File: src/rtl/keypad_scanner.sv
// 4x4 active-low key matrix scanner with frame-based debounce.
// Emits one non-zero note code per accepted press; code 0 means silence.
module keypad_scanner #(
  parameter int SCAN_DIV       = 1000,
  parameter int DEBOUNCE_SCANS = 3
) (
  input  logic       clk,
  input  logic       reset,
  input  logic [3:0] i_row_n,
  output logic [3:0] o_col_n,
  output logic [3:0] o_key_code,
  output logic       o_key_valid,
  output logic       o_key_down,
  output logic       o_multi_key,
  output logic [1:0] o_dbg_state
);

  localparam int SLOT_W = (SCAN_DIV > 1) ? $clog2(SCAN_DIV) : 1;
  localparam logic [SLOT_W-1:0] SLOT_LAST = SLOT_W'(SCAN_DIV - 1);
  localparam logic [3:0] DB_CNT = 4'(DEBOUNCE_SCANS);

  typedef enum logic [1:0] {
    IDLE     = 2'd0,
    PRESS_DB = 2'd1,
    HELD     = 2'd2,
    REL_DB   = 2'd3
  } state_t;

  logic [3:0]        r_row_n;
  logic [SLOT_W-1:0] r_slot;
  logic [1:0]        r_col;
  logic [15:0]       r_snap;
  state_t            r_state;
  logic [3:0]        r_cnt;
  logic [3:0]        r_pend;
  logic [3:0]        r_key_code;
  logic              r_key_valid;
  logic              r_key_down;
  logic              r_multi_key;

  logic              w_slot_last;
  logic              w_frame_end;
  logic [15:0]       w_keys;
  logic [4:0]        w_nkeys;
  logic [3:0]        w_single_code;
  logic [3:0]        w_cand_code;
  logic              w_cand_multi;
  logic [3:0]        w_cnt_inc;

  state_t            w_state_nxt;
  logic [3:0]        w_cnt_nxt;
  logic [3:0]        w_pend_nxt;
  logic [3:0]        w_key_code_nxt;
  logic              w_key_valid_nxt;
  logic              w_key_down_nxt;
  logic              w_multi_key_nxt;

  assign w_slot_last = (r_slot == SLOT_LAST);
  assign w_frame_end = w_slot_last && (r_col == 2'd3);
  assign w_cnt_inc   = r_cnt + 4'd1;

  // Column 3 is sampled on the frame-end edge itself, so the frame view splices
  // the live row sample over the stored snapshot. Bit 15 (row 3, col 3) is unused.
  assign w_keys = {~r_row_n, r_snap[11:0]} & 16'h7FFF;

  always_comb begin
    w_nkeys       = 5'd0;
    w_single_code = 4'd0;
    for (int i = 0; i < 16; i++) begin
      if (w_keys[i]) begin
        w_nkeys       = w_nkeys + 5'd1;
        w_single_code = 4'(((i % 4) * 4) + (i / 4) + 1);
      end
    end
  end

  // A candidate code of 0 stands for both NONE and MULTI; pend/key_code are never 0.
  assign w_cand_code  = (w_nkeys == 5'd1) ? w_single_code : 4'd0;
  assign w_cand_multi = (w_nkeys > 5'd1);

  always_ff @(posedge clk or posedge reset) begin
    if (reset) begin
      r_row_n <= 4'hF;
      r_slot  <= '0;
      r_col   <= 2'd0;
      r_snap  <= 16'd0;
    end else begin
      r_row_n <= i_row_n;
      if (w_slot_last) begin
        r_slot                <= '0;
        r_snap[r_col*4 +: 4]  <= ~r_row_n;
        r_col                 <= r_col + 2'd1;
      end else begin
        r_slot <= r_slot + 1'b1;
      end
    end
  end

  always_ff @(posedge clk or posedge reset) begin
    if (reset) begin
      r_state     <= IDLE;
      r_cnt       <= 4'd0;
      r_pend      <= 4'd0;
      r_key_code  <= 4'd0;
      r_key_valid <= 1'b0;
      r_key_down  <= 1'b0;
      r_multi_key <= 1'b0;
    end else begin
      r_state     <= w_state_nxt;
      r_cnt       <= w_cnt_nxt;
      r_pend      <= w_pend_nxt;
      r_key_code  <= w_key_code_nxt;
      r_key_valid <= w_key_valid_nxt;
      r_key_down  <= w_key_down_nxt;
      r_multi_key <= w_multi_key_nxt;
    end
  end

  // o_key_valid is a one-cycle strobe with no back-pressure: the consumer must
  // capture o_key_code on the cycle o_key_valid is high (code stays held afterwards).
  always_comb begin
    w_state_nxt     = r_state;
    w_cnt_nxt       = r_cnt;
    w_pend_nxt      = r_pend;
    w_key_code_nxt  = r_key_code;
    w_key_valid_nxt = 1'b0;
    w_key_down_nxt  = r_key_down;
    w_multi_key_nxt = r_multi_key;
    if (w_frame_end) begin
      w_multi_key_nxt = w_cand_multi;
      case (r_state)
        IDLE: begin
          if (w_cand_code != 4'd0) begin
            w_pend_nxt  = w_cand_code;
            w_cnt_nxt   = 4'd1;
            w_state_nxt = PRESS_DB;
          end else begin
            w_cnt_nxt = 4'd0;
          end
        end
        PRESS_DB: begin
          if (w_cand_code == r_pend) begin
            w_cnt_nxt = w_cnt_inc;
            if (w_cnt_inc == DB_CNT) begin
              w_state_nxt     = HELD;
              w_key_code_nxt  = r_pend;
              w_key_valid_nxt = 1'b1;
              w_key_down_nxt  = 1'b1;
            end
          end else begin
            w_cnt_nxt   = 4'd0;
            w_state_nxt = IDLE;
          end
        end
        HELD: begin
          if (w_cand_code != r_key_code) begin
            w_cnt_nxt   = 4'd1;
            w_state_nxt = REL_DB;
          end
        end
        REL_DB: begin
          if (w_cand_code == r_key_code) begin
            w_state_nxt = HELD;
          end else begin
            w_cnt_nxt = w_cnt_inc;
            if (w_cnt_inc == DB_CNT) begin
              w_state_nxt    = IDLE;
              w_key_down_nxt = 1'b0;
            end
          end
        end
        default: w_state_nxt = IDLE;
      endcase
    end
  end

  assign o_col_n     = ~(4'b0001 << r_col);
  assign o_key_code  = r_key_code;
  assign o_key_valid = r_key_valid;
  assign o_key_down  = r_key_down;
  assign o_multi_key = r_multi_key;
  assign o_dbg_state = r_state;

endmodule

File: config.mk
export PLATFORM = sky130hd
export DESIGN_NAME = keypad_scanner
export DESIGN_NICKNAME = d
export VERILOG_FILES = /design/src/rtl/keypad_scanner.sv
export SDC_FILE = /design/constraint.sdc
export NUM_CORES = 1
export LEC_CHECK = 0
export CAP_MARGIN = 5
export CORE_ASPECT_RATIO = 0.5
export CORE_MARGIN = 1.5
export CORE_UTILIZATION = 55
export DETAILED_ROUTE_END_ITERATION = 8
export MAX_ROUTING_LAYER = met4
export PLACE_DENSITY = 0.73
export SYNTH_ARGS = -nofsm -noshare
export SYNTH_HDL_FRONTEND = slang
export SYNTH_SLANG_ARGS = --single-unit
File: constraint.sdc
create_clock -name clk -period 10.36 [get_ports clk]
set_input_delay 1.554 -clock clk [delete_from_list [all_inputs] [get_ports clk]]
set_output_delay 1.554 -clock clk [all_outputs]
set_load 0.03 [all_outputs]
-- Word level (Yosys, flattened, before mapping)
Index checks and enable logic that the tools add are counted.
W data, S select, Z words.
- add/sub/neg operators: 18
- magnitude comparators: 1
- eq/ne operators: 18
- shift operators: 3
- mux-type cells: 54
- bitwise logic cells: 2
- reduce and logical (&&, ||, !) cells: 9
- operators with widths (operator ; number):
    $mux W4 ; 17
    $add A5 B1 Y5 const B ; 13
    $mux W5 ; 13
    $neg A4 Y34 ; 1
    $shift A4 B34 Y16 const A ; 1
    $shiftx A4 B34 Y16 ; 1
    $bwmux W16 ; 1
    $pmux W4 S4 ; 1
    $mux W2 ; 7
    $ne A2 B2 Y1 const B ; 6
    $mux W1 ; 11
    $add A10 B1 Y10 const B ; 1
    $eq A10 B10 Y1 const B ; 1
    $mux W10 ; 1
    $eq A4 B4 Y1 ; 2
    $not A4 Y4 ; 2
    $pmux W2 S4 ; 1
    $eq A2 B2 Y1 const B ; 3
    $ne A3 B3 Y1 const B ; 2
    $reduce_and A3 Y1 ; 2
    $reduce_and A6 Y1 ; 1
    $eq A5 B1 Y1 const B ; 1
    $gt A5 B1 Y1 const B ; 1
    $reduce_and A5 Y1 ; 1
    14 further kinds ; 14
- register bits after elaboration: 49
- input bits: 6
- output and inout bits: 13

-- Logic depth before layout (Yosys ltp)
Gate-level depths: netlist of run 1.
- depth after elaboration: 35
- mapped depth: 46
- depth with buffers taken out: 43

-- Worst setup path after synthesis of run 1
OpenSTA, ideal clock, no wires.
- path type: flip-flop to flip-flop
- start: register r_snap[1]
- end: register r_key_code[1], in the netlist o_key_code[1]
- library setup time: 127 ps
- data arrival time: 8084 ps
- data required time: 10233 ps
- path slack: 2148 ps
- cell stages (with the launch flop): 44
- path buffers: 3
- period minus slack after synthesis: 8212 ps
- cells stage by stage: dfrtp_1 -> inv_1 -> ha_1 -> buf_2 -> xor2_1 -> ha_1 -> mux2i_1 -> mux2i_1 -> a41oi_1 -> nand2_1 -> ha_1 -> o32a_1 -> a21o_1 -> a31oi_1 -> ha_1 -> o21ai_0 -> a21oi_1 -> xnor2_2 -> [8 not listed] -> and2_1 -> o2bb2ai_2 -> ha_1 -> nand2b_1 -> xnor2_1 -> xnor2_2 -> mux2i_1 -> o22a_1 -> o311ai_1 -> xor2_1 -> o22ai_1 -> nor2b_1 -> buf_2 -> a311o_1 -> a22oi_2 -> and3_1 -> buf_4 -> mux2_1
- cells in the longest elaborated chain, start to end: 31
- elaborated cells on any way between the ends: 45
- those cells by class: add/sub: 13; eq/ne: 2; mux: 29; reduce/logical: 1
- RTL lines (element ; RTL line ; source):
    start, declared ; 32 ; logic [15:0] r_snap;
    start signal, assigned by index ; 91 ; r_snap[r_col*4 +: 4] <= ~r_row_n;
    $mux W2 ; 70 ; if (w_keys[i]) begin
    $add A5 B1 Y5 ; 71 ; w_nkeys = w_nkeys + 5'd1;
    $mux W5 ; 70 ;
    $add A5 B1 Y5 ; 71 ;
    $mux W5 ; 70 ;
    $add A5 B1 Y5 ; 71 ;
    $mux W5 ; 70 ;
    $add A5 B1 Y5 ; 71 ;
    [15 not listed] ; -- ;
    $add A5 B1 Y5 ; 71 ;
    $mux W5 ; 70 ;
    $add A5 B1 Y5 ; 71 ;
    $mux W5 ; 70 ;
    $eq A5 B1 Y1 ; 78 ; assign w_cand_code = (w_nkeys == 5'd1) ? w_single_code : 4'd0;
    $mux W4 (*) ; 78 ;
    $eq A4 B4 Y1 (*) ; 142 ; if (w_cand_code == r_pend) begin
    $reduce_and A4 Y1 (no source line) (*) ; -- ;
    end signal, assigned ; 112 ; r_key_code <= w_key_code_nxt;
    end, declared ; 36 ; logic [3:0] r_key_code;
Every way passes the cells marked *; elsewhere a longest branch is shown, timed or not.
A chain may end at the register's enable or synchronous reset.

-- Worst setup path after layout of run 1
- start: register r_snap[1]
- end: register r_key_code[3], in the netlist o_key_code[3]
Same word-level chain as after synthesis.

==> results of run 1 <==
## logic make-up (layout without fill, tap and decap cells)
group / count (synthesis) / count (layout) / share of synthesized area
simple gates: 216 / 216 / 0.239
flops: 45 / 45 / 0.252
fa+ha+maj: 23 / 23 / 0.0641
mux: 18 / 18 / 0.0427
buf+inv: 59 / 59 / 0.0566
compound gates: 121 / 121 / 0.207
xor+xnor: 53 / 53 / 0.139
## worst max-delay path, delay by kind of cell, from the launching register on
family | cells | cell delay [ps]
buf+inv | 3 | 250
simple gates | 8 | 1690
xor+xnor | 5 | 1000
flops | 1 | 410
compound gates | 13 | 3120
fa+ha+maj | 7 | 2250
mux | 2 | 580
## worst max path at each step
| stage | start | end | slack, ps |
|---|---|---|---|
| after floorplan | r_snap[1] | o_key_code[1] | 2150 |
| after global placement | r_snap[1] | o_key_code[3] | 1300 |
| after detailed placement | r_snap[1] | o_key_code[0] | 1090 |
| after CTS | r_snap[1] | o_key_code[3] | 1010 |
| after global routing | r_snap[1] | o_key_code[2] | 1 |
| final | r_snap[1] | o_key_code[3] | 970 |
## Yosys cell counts (all sizes together), types with 7 or more instances
library cell / count / share of area
a31oi: 12 / 0.020
nor3: 14 / 0.016
o31ai: 14 / 0.023
nand2: 65 / 0.054
clkbuf: 17 / 0.014
buf: 10 / 0.015
mux2: 9 / 0.023
dfrtp: 41 / 0.23
nand3b: 8 / 0.013
a21oi: 19 / 0.021
xnor2: 34 / 0.077
o21ai: 16 / 0.018
xor2: 13 / 0.031
and3: 9 / 0.014
ha: 23 / 0.064
mux2i: 9 / 0.020
nand2b: 7 / 0.0098
inv: 32 / 0.027
nor2: 40 / 0.033
nand3: 31 / 0.035
## metal layers
metal,routed length [um],part of all wire,GRT usage,vias up
met5,0,0,-,-
met4,51,0.0054,0.0453,0
met3,315,0.033,0.0265,5
met2,4220,0.45,0.355,80
met1,4860,0.51,0.344,1813
li1,-,-,-,1948
## power by group
| group | switching, mW | internal [mW] | total, mW |
|---|---|---|---|
| clock | 0.0638 | 0.113 | 0.177 |
| sequential | 0.00346 | 0.177 | 0.181 |
| combinational | 0.0114 | 0.00709 | 0.0185 |
| total | 0.0786 | 0.298 | 0.376 |
## state kept, by name (all words and copies together), names as in the netlist
register / count
o_key_down: 1
r_pend: 4
o_key_code: 4
o_multi_key: 1
r_row_n: 4
o_dbg_state: 2
r_col: 2
r_slot: 10
o_key_valid: 1
r_cnt: 4
r_snap: 12
## final cells by class
type | instances | area share
multi-input combinational | 431 | 0.640
sequential | 45 | 0.233
timing repair buffer | 19 | 0.0387
tap | 112 | 0.0289
clock buffer | 6 | 0.0265
inverter | 32 | 0.0253
clock inverter | 2 | 0.00722
## cells in the final DEF (no fill, tap or decap), types with 9 or more instances in the layout
cell,n
sky130_fd_sc_hd__nand3_1,31
sky130_fd_sc_hd__xnor2_1,29
sky130_fd_sc_hd__mux2i_1,9
sky130_fd_sc_hd__dfrtp_1,41
sky130_fd_sc_hd__o31ai_1,14
sky130_fd_sc_hd__nor3_1,14
sky130_fd_sc_hd__inv_1,29
sky130_fd_sc_hd__a31oi_1,11
sky130_fd_sc_hd__ha_1,23
sky130_fd_sc_hd__o21ai_0,16
sky130_fd_sc_hd__nand2_1,65
sky130_fd_sc_hd__a21oi_1,19
sky130_fd_sc_hd__clkdlybuf4s50_1,18
sky130_fd_sc_hd__xor2_1,11
sky130_fd_sc_hd__nor2_1,40
## through the flow
stage | setup WS [ps] | power [mW]
floorplan | 2150 | 0.197
global placement | 1300 | 0.202
detailed placement | 1090 | 0.203
CTS | 1010 | 0.381
global route | 1.26 | 0.391
finish | 969 | 0.376
==> reports/results.ini, run 1 <==
[min_path]
whs_path_depth=1
worstHoldEndpoint=r_slot[9]
hp-class=flop to flop
worstHoldStart=r_slot[9]

[timing]
final-hold-violation-count=0
worst-slew-pin-transition_ps=923
timing_max_transition_violations_final=0
fin_setup_tns_ps=0
setup_violations=0
clock.fmax_ghz=0.106
min_period_ps=9390
setup_repair_after_global_routing_missed_its_margin=false
part_of_the_cycle_the_worst_path_needs=0.906
worst_slew_margin_rel=0.384
skew_ps=3.83
timing.hold.ws_ps=479

[clocking]
cts_tree=built
cts-root-to-sink-buffers=2
clock_latency_ps=280
numCtsBuffers=5
cts_setup_buffers=0
cts_hold_buf=0
cts_num_sinks=45
cts.htree.levels=2
clkTransAtPathRegs_ps=60
post_cts_resize_count=0
cts_root_buffer=sky130_fd_sc_hd__clkbuf_16

[synthesis]
share_of_flip_flops_with_an_asynchronous_set_or_reset_after_synthesis=1.00
synth_edf_count=0
ys_dominant_reg_cell=sky130_fd_sc_hd__dfrtp_1
netlist-cell-type-count=78
syn_avg_cell_area_sq_um=8.39
ys_seq_elements=45
synth-seq-area-share=0.252
synthesis.area_sq_um=4490
mappedNetlistNets=564
synthCells=535
yosysWarnings=0

[grt]
global_route.usage.total=0.235
grt.overflow.total=0
grt_antenna_before_repair=0
grt_max_degree=46
first_global_vias=3359
global_route_wire_length_before_repair_um=16200

[layout]
final_area_sq_um=4850
nets=563
final_layout_size_suffix_gt1_frac=0.0841
num-fill-cells=710
layout-area-overhead-vs-synth_pct=8.17
multiInputGateArea_sq_um=3110
final-seq-area_sq_um=1130
layout.core_utilization=0.611
layoutNonFillerInstCount=647
num_antenna_cells=0

[outcome]
status=complete, no violations

[critical_path]
worst_setup_path_category=flop to flop
critPathMaxStageDelay_ps=520
worst_setup_ep_type=flop
path_common_cell=sky130_fd_sc_hd__ha_1
rr_startpoint=r_snap[1]
critPathSlowestCell=sky130_fd_sc_hd__nor2b_1
reg2regPathDepth=38
critical_path_arrival_ps=9560
critical_path.max_fanout=11
cp.required_ps=10530
worstSetupStartpointType=flop
reg2reg_setup_slack_ps=970
rr_endpoint=o_key_code[3]

[floorplan]
floorplan.initialDensity=0.565
top_level_i_o_count=19
fp.dieW_um=131
die_area_sq_um=8740
core-area_sq_um=7940
fp-row-count=23
chipHeight_um=66.9

[power_and_ir_drop]
ir_drop_v=0.0000790
static-leakage-power_nw=2.05
power-per-cell-area_nw_per_um2=77.5

[route]
wl_um=9440
routed_wire_length_per_instance_um=14.6
drtAntennaViolNets=0
drt_pre_antenna_iters=5
drc_errors=0
drt_iter0_drc=330
detail_route.vias_per_cell=5.94
route.vias.total=3846

[placement]
buffer_ports.inserted=18
place.detailed.instances=639
dp.final_hpwl_um=6880
placedInstanceArea_sq_um=4690
place.gp.congestion=0.955

[job]
maxCapViolations=0

No activity file was read; power rests on OpenSTA's default activity.
==> run 2: changes to the inputs <==
- CAP_MARGIN: 5 -> unset
- RECOVER_POWER: unset -> 100
==> run 2 against run 1 <==
Critical path depth unchanged. Highest routed layer unchanged. The run now ends with max-capacitance violations, max-slew violations left. Sequential power about the same. Fmax up 0.17%. Die area unchanged.
==> reports/results.ini, run 2 (synthesized netlist as in run 1, its figures left out) <==
[route]
drt_iter0_drc=317
routed_wire_length_per_instance_um=14.6
drc_errors=0
drt_pre_antenna_iters=5
wl_um=9430
detail_route.vias_per_cell=5.92
drtAntennaViolNets=0
route.vias.total=3831

[clocking]
cts_setup_buffers=0
clkTransAtPathRegs_ps=60
cts_hold_buf=0
clock_latency_ps=280
cts-root-to-sink-buffers=2
cts_root_buffer=sky130_fd_sc_hd__clkbuf_16
cts.htree.levels=2
post_cts_resize_count=0
cts_tree=built
numCtsBuffers=5
cts_num_sinks=45

[timing]
timing_max_transition_violations_final=46
setup_violations=0
worst_slew_margin_rel=-0.126
fin_setup_tns_ps=0
setup_repair_after_global_routing_missed_its_margin=false
clock.fmax_ghz=0.107
worst-slew-pin-transition_ps=1690
part_of_the_cycle_the_worst_path_needs=0.905
skew_ps=4.14
min_period_ps=9370
final-hold-violation-count=0

[layout]
layoutNonFillerInstCount=647
num_antenna_cells=0
multiInputGateArea_sq_um=3100
flip_flop_count_of_the_largest_register_after_layout=12
layout-area-overhead-vs-synth_pct=7.78
final-seq-area_sq_um=1130
num-fill-cells=716
final_common_cell=sky130_fd_sc_hd__nand2_1
layout.core_utilization=0.609
reg_top3=r_snap: 12 flops, r_slot: 10 flops
regMostFlops=r_snap
nets=563
layout_common_cells=sky130_fd_sc_hd__nand2_1, sky130_fd_sc_hd__dfrtp_1, sky130_fd_sc_hd__nor2_1
final_layout_size_suffix_gt1_frac=0.0748

[critical_path]
endpoint_of_the_most_critical_setup_path=o_key_code[3]
rr_endpoint=o_key_code[3]
critical_path_buf_inv_count=3
number_of_gates_on_the_worst_path_with_buffers_counted=38
path_common_cell=sky130_fd_sc_hd__ha_1
reg2reg_setup_slack_ps=990
gate_family_responsible_for_the_most_delay_along_the_worst_path=compound AO/OA/AOI/OAI gates
worst_setup_ep_type=flop
critPathSlowestCell=sky130_fd_sc_hd__nor2b_1
critical_path.max_fanout=11
critPathMaxStageDelay_ps=520
cp.required_ps=10530
timing.critical_path.from=r_snap[1]
reg2regPathDepth=38
critical_path_arrival_ps=9540
worstSetupStartpointType=flop
worst_setup_path_category=flop to flop
rr_startpoint=r_snap[1]

[grt]
grt_antenna_before_repair=0
grt.overflow.total=0
global_route_wire_length_before_repair_um=16200
first_global_vias=3359
global_route.usage.total=0.235
grt_max_degree=46

[floorplan]
fp.dieW_um=131
die_area_sq_um=8740
chipHeight_um=66.9
fp-row-count=23
floorplan.initialDensity=0.565
top_level_i_o_count=19
core-area_sq_um=7940

[outcome]
failed_checks=max-capacitance violations, max-slew violations
status=finished, violations left

[placement]
place.gp.congestion=0.955
place.detailed.instances=639
buffer_ports.inserted=18
dp.final_hpwl_um=6880

[min_path]
hp-class=flop to flop

[power_and_ir_drop]
ir_drop_v=0.0000793
static-leakage-power_nw=2.07
total_power_uw=376
power-per-cell-area_nw_per_um2=77.7

[job]
maxCapViolations=1

==> run 2: final cells by class <==
class                      count  share of cell area
sequential                    45               0.234
inverter                      32              0.0253
clock inverter                 2             0.00724
multi-input combinational    431               0.640
tap                          112              0.0290
timing repair buffer          19              0.0380
clock buffer                   6              0.0266
==> run 2: layer usage <==
| layer | vias up | wire length [um] | GRT usage |
|---|---|---|---|
| li1 | 1949 | - | - |
| met3 | 7 | 271 | 0.0265 |
| met4 | 0 | 67 | 0.0453 |
| met5 | - | 0 | - |
| met2 | 68 | 4180 | 0.355 |
| met1 | 1807 | 4910 | 0.344 |
==> run 2: metrics by stage <==
stage / setup slack (ps) / hold WS (ps) / instance area, sq um
after floorplan: 2150 / 445 / 4490
after global placement: 1300 / 469 / 4690
after detailed placement: 1090 / 465 / 4690
after CTS: 1010 / 478 / 4850
after global routing: 43.9 / 515 / 4840
final: 985 / 476 / 4840
==> run 2: how the worst min path moves through the flow <==
stage,start,endpoint,slack [ps],cells past startpoint
global placement,o_multi_key,o_multi_key,470,2
global route,o_multi_key,o_multi_key,520,2
finish,o_multi_key,o_multi_key,480,2
floorplan,r_slot[9],r_slot[9],450,1
CTS,r_slot[9],r_slot[9],480,1
detailed placement,r_slot[9],r_slot[9],470,1
==> run 2: where the power goes <==
part / switching (mW) / internal (mW)
Sequential: 0.00348 / 0.177
Clock: 0.0640 / 0.113
Combinational: 0.0113 / 0.00653
==> run 2: worst reg2reg max path: cells and delay by family, from the launching register on <==
| family | cells | cell delay [ps] |
|---|---|---|
| mux | 2 | 580 |
| buf+inv | 3 | 250 |
| flops | 1 | 410 |
| fa+ha+maj | 7 | 2250 |
| xor+xnor | 5 | 1000 |
| compound gates | 13 | 3110 |
| simple gates | 8 | 1670 |
==> run 3: changes to the inputs <==
- clock period: 10.36 -> 11.6 ns (I/O delays scaled with it)
==> run 3 against run 2 <==
The run still ends with max-capacitance violations, max-slew violations left. Critical path depth increased by 1. Setup slack improved by 590 ps. Fmax decreased by 6.5%. Clock-buffer cell count increased by 1. Register-to-register slack improved by 590 ps. Routed wire length increased by 3.4%. Sequential power decreased by 11%. Clock power decreased by 6%. Non-clock buffer count unchanged. Sequential cell count unchanged. Critical endpoint is now o_key_code[1].
==> reports/results.ini, run 3 (synthesized netlist as in run 1, its figures left out) <==
[power_and_ir_drop]
total_power_uw=344
static-leakage-power_nw=2.07
power-per-cell-area_nw_per_um2=71.3
ir_drop_v=0.0000705

[grt]
first_global_vias=3446
grt_max_degree=46
grt.overflow.total=0
global_route_wire_length_before_repair_um=16700
grt_antenna_before_repair=0
global_route.usage.total=0.246

[clocking]
post_cts_resize_count=0
cts.htree.levels=2
clkTransAtPathRegs_ps=60
cts_root_buffer=sky130_fd_sc_hd__clkbuf_16
cts_num_sinks=45
cts_setup_buffers=0
cts-root-to-sink-buffers=2
numCtsBuffers=5
cts_hold_buf=0
clock_latency_ps=290
cts_tree=built

[critical_path]
rr_endpoint=o_key_code[1]
critPathSlowestCell=sky130_fd_sc_hd__nor2b_1
reg2reg_setup_slack_ps=1570
critical_path.max_fanout=11
critical_path_arrival_ps=10200
worstSetupStartpointType=flop
rr_startpoint=r_snap[1]
worst_setup_ep_type=flop
path_common_cell=sky130_fd_sc_hd__ha_1
worst_setup_path_category=flop to flop
reg2regPathDepth=39
cp.required_ps=11770
critPathMaxStageDelay_ps=540
timing.critical_path.from=r_snap[1]

[route]
drc_errors=0
routed_wire_length_per_instance_um=15.1
detail_route.vias_per_cell=5.97
wl_um=9750
drt_iter0_drc=326
drt_pre_antenna_iters=6
route.vias.total=3862
drtAntennaViolNets=0

[timing]
fin_setup_tns_ps=0
part_of_the_cycle_the_worst_path_needs=0.864
post-route-worst-setup-slack_ps=1570
final-hold-violation-count=0
timing_max_transition_violations_final=46
skew_ps=4.16
min_period_ps=10030
worst_slew_margin_rel=-0.150
setup_violations=0
timing.hold.ws_ps=474
worst-slew-pin-transition_ps=1720
setup_repair_after_global_routing_missed_its_margin=false
clock.fmax_ghz=0.0997

[min_path]
worstHoldStart=r_slot[9]
hp-class=flop to flop
whs_path_depth=1
worstHoldEndpoint=r_slot[9]

[floorplan]
top_level_i_o_count=19
fp.dieW_um=131
floorplan.initialDensity=0.565
die_area_sq_um=8740
core-area_sq_um=7940
fp-row-count=23
chipHeight_um=66.9

[layout]
reg_top3=r_snap: 12 flops, r_slot: 10 flops
flip_flop_count_of_the_largest_register_after_layout=12
layout-area-overhead-vs-synth_pct=7.56
layout.core_utilization=0.608
regMostFlops=r_snap
final_layout_size_suffix_gt1_frac=0.0692
final_common_cell=sky130_fd_sc_hd__nand2_1
nets=563
final_area_sq_um=4830
num_antenna_cells=0
layoutNonFillerInstCount=647
layout_common_cells=sky130_fd_sc_hd__nand2_1, sky130_fd_sc_hd__dfrtp_1, sky130_fd_sc_hd__nor2_1

[job]
maxCapViolations=1

[placement]
dp.final_hpwl_um=6970
buffer_ports.inserted=18
place.detailed.instances=639
preCtsSetupSlack_ps=2240
place.gp.congestion=0.955
placedInstanceArea_sq_um=4690

[outcome]
status=finished, violations left
failed_checks=max-capacitance violations, max-slew violations

## run 3: cell types whose count changed in the layout (fill, tap and decap cells not counted), sizes merged
cell,before,now
clkbuf,7,8
clkinv,1,0
## run 3: metal layers
| layer | part of all wire | track usage | wire [um] |
|---|---|---|---|
| met2 | 0.44 | 0.369 | 4250 |
| met3 | 0.038 | 0.0402 | 374 |
| met4 | 0.011 | 0.0549 | 112 |
| met1 | 0.51 | 0.348 | 5010 |
| met5 | 0 | - | 0 |
## run 3: worst max-delay path by stage
stage / endpoint / slack (ps)
after floorplan: o_key_code[1] / 3390
after global placement: o_key_code[3] / 2540
after detailed placement: o_key_code[0] / 2240
after CTS: o_key_code[1] / 2150
after global routing: o_key_code[0] / 620
final: o_key_code[1] / 1570
## run 3: power by group
group          total [mW]  switching (mW)  internal [mW]
Combinational      0.0159          0.0102        0.00565
Clock               0.167          0.0592          0.108
Sequential          0.161         0.00309          0.158
Total               0.344          0.0726          0.272
## run 3: cell type report
type | instances | area (sq um)
fillers | 723 | 3120
multi-input cells | 431 | 3080
flip-flops and latches | 45 | 1130
repair buffers | 19 | 184
clock buffers | 7 | 143
well taps | 112 | 140
inverters | 32 | 123
clock inverters | 1 | 30.0
## run 3: worst max-delay path, delay by kind of cell, from the launching register on
| family | cells | cell delay [ps] |
|---|---|---|
| buffers and inverters | 1 | 80 |
| xor gates and xnor gates | 6 | 1540 |
| AOI/OAI and AO/OA | 14 | 3280 |
| muxes | 4 | 890 |
| DFF | 1 | 410 |
| and+or+nand+nor | 8 | 1840 |
| adders and majority gates | 6 | 1870 |
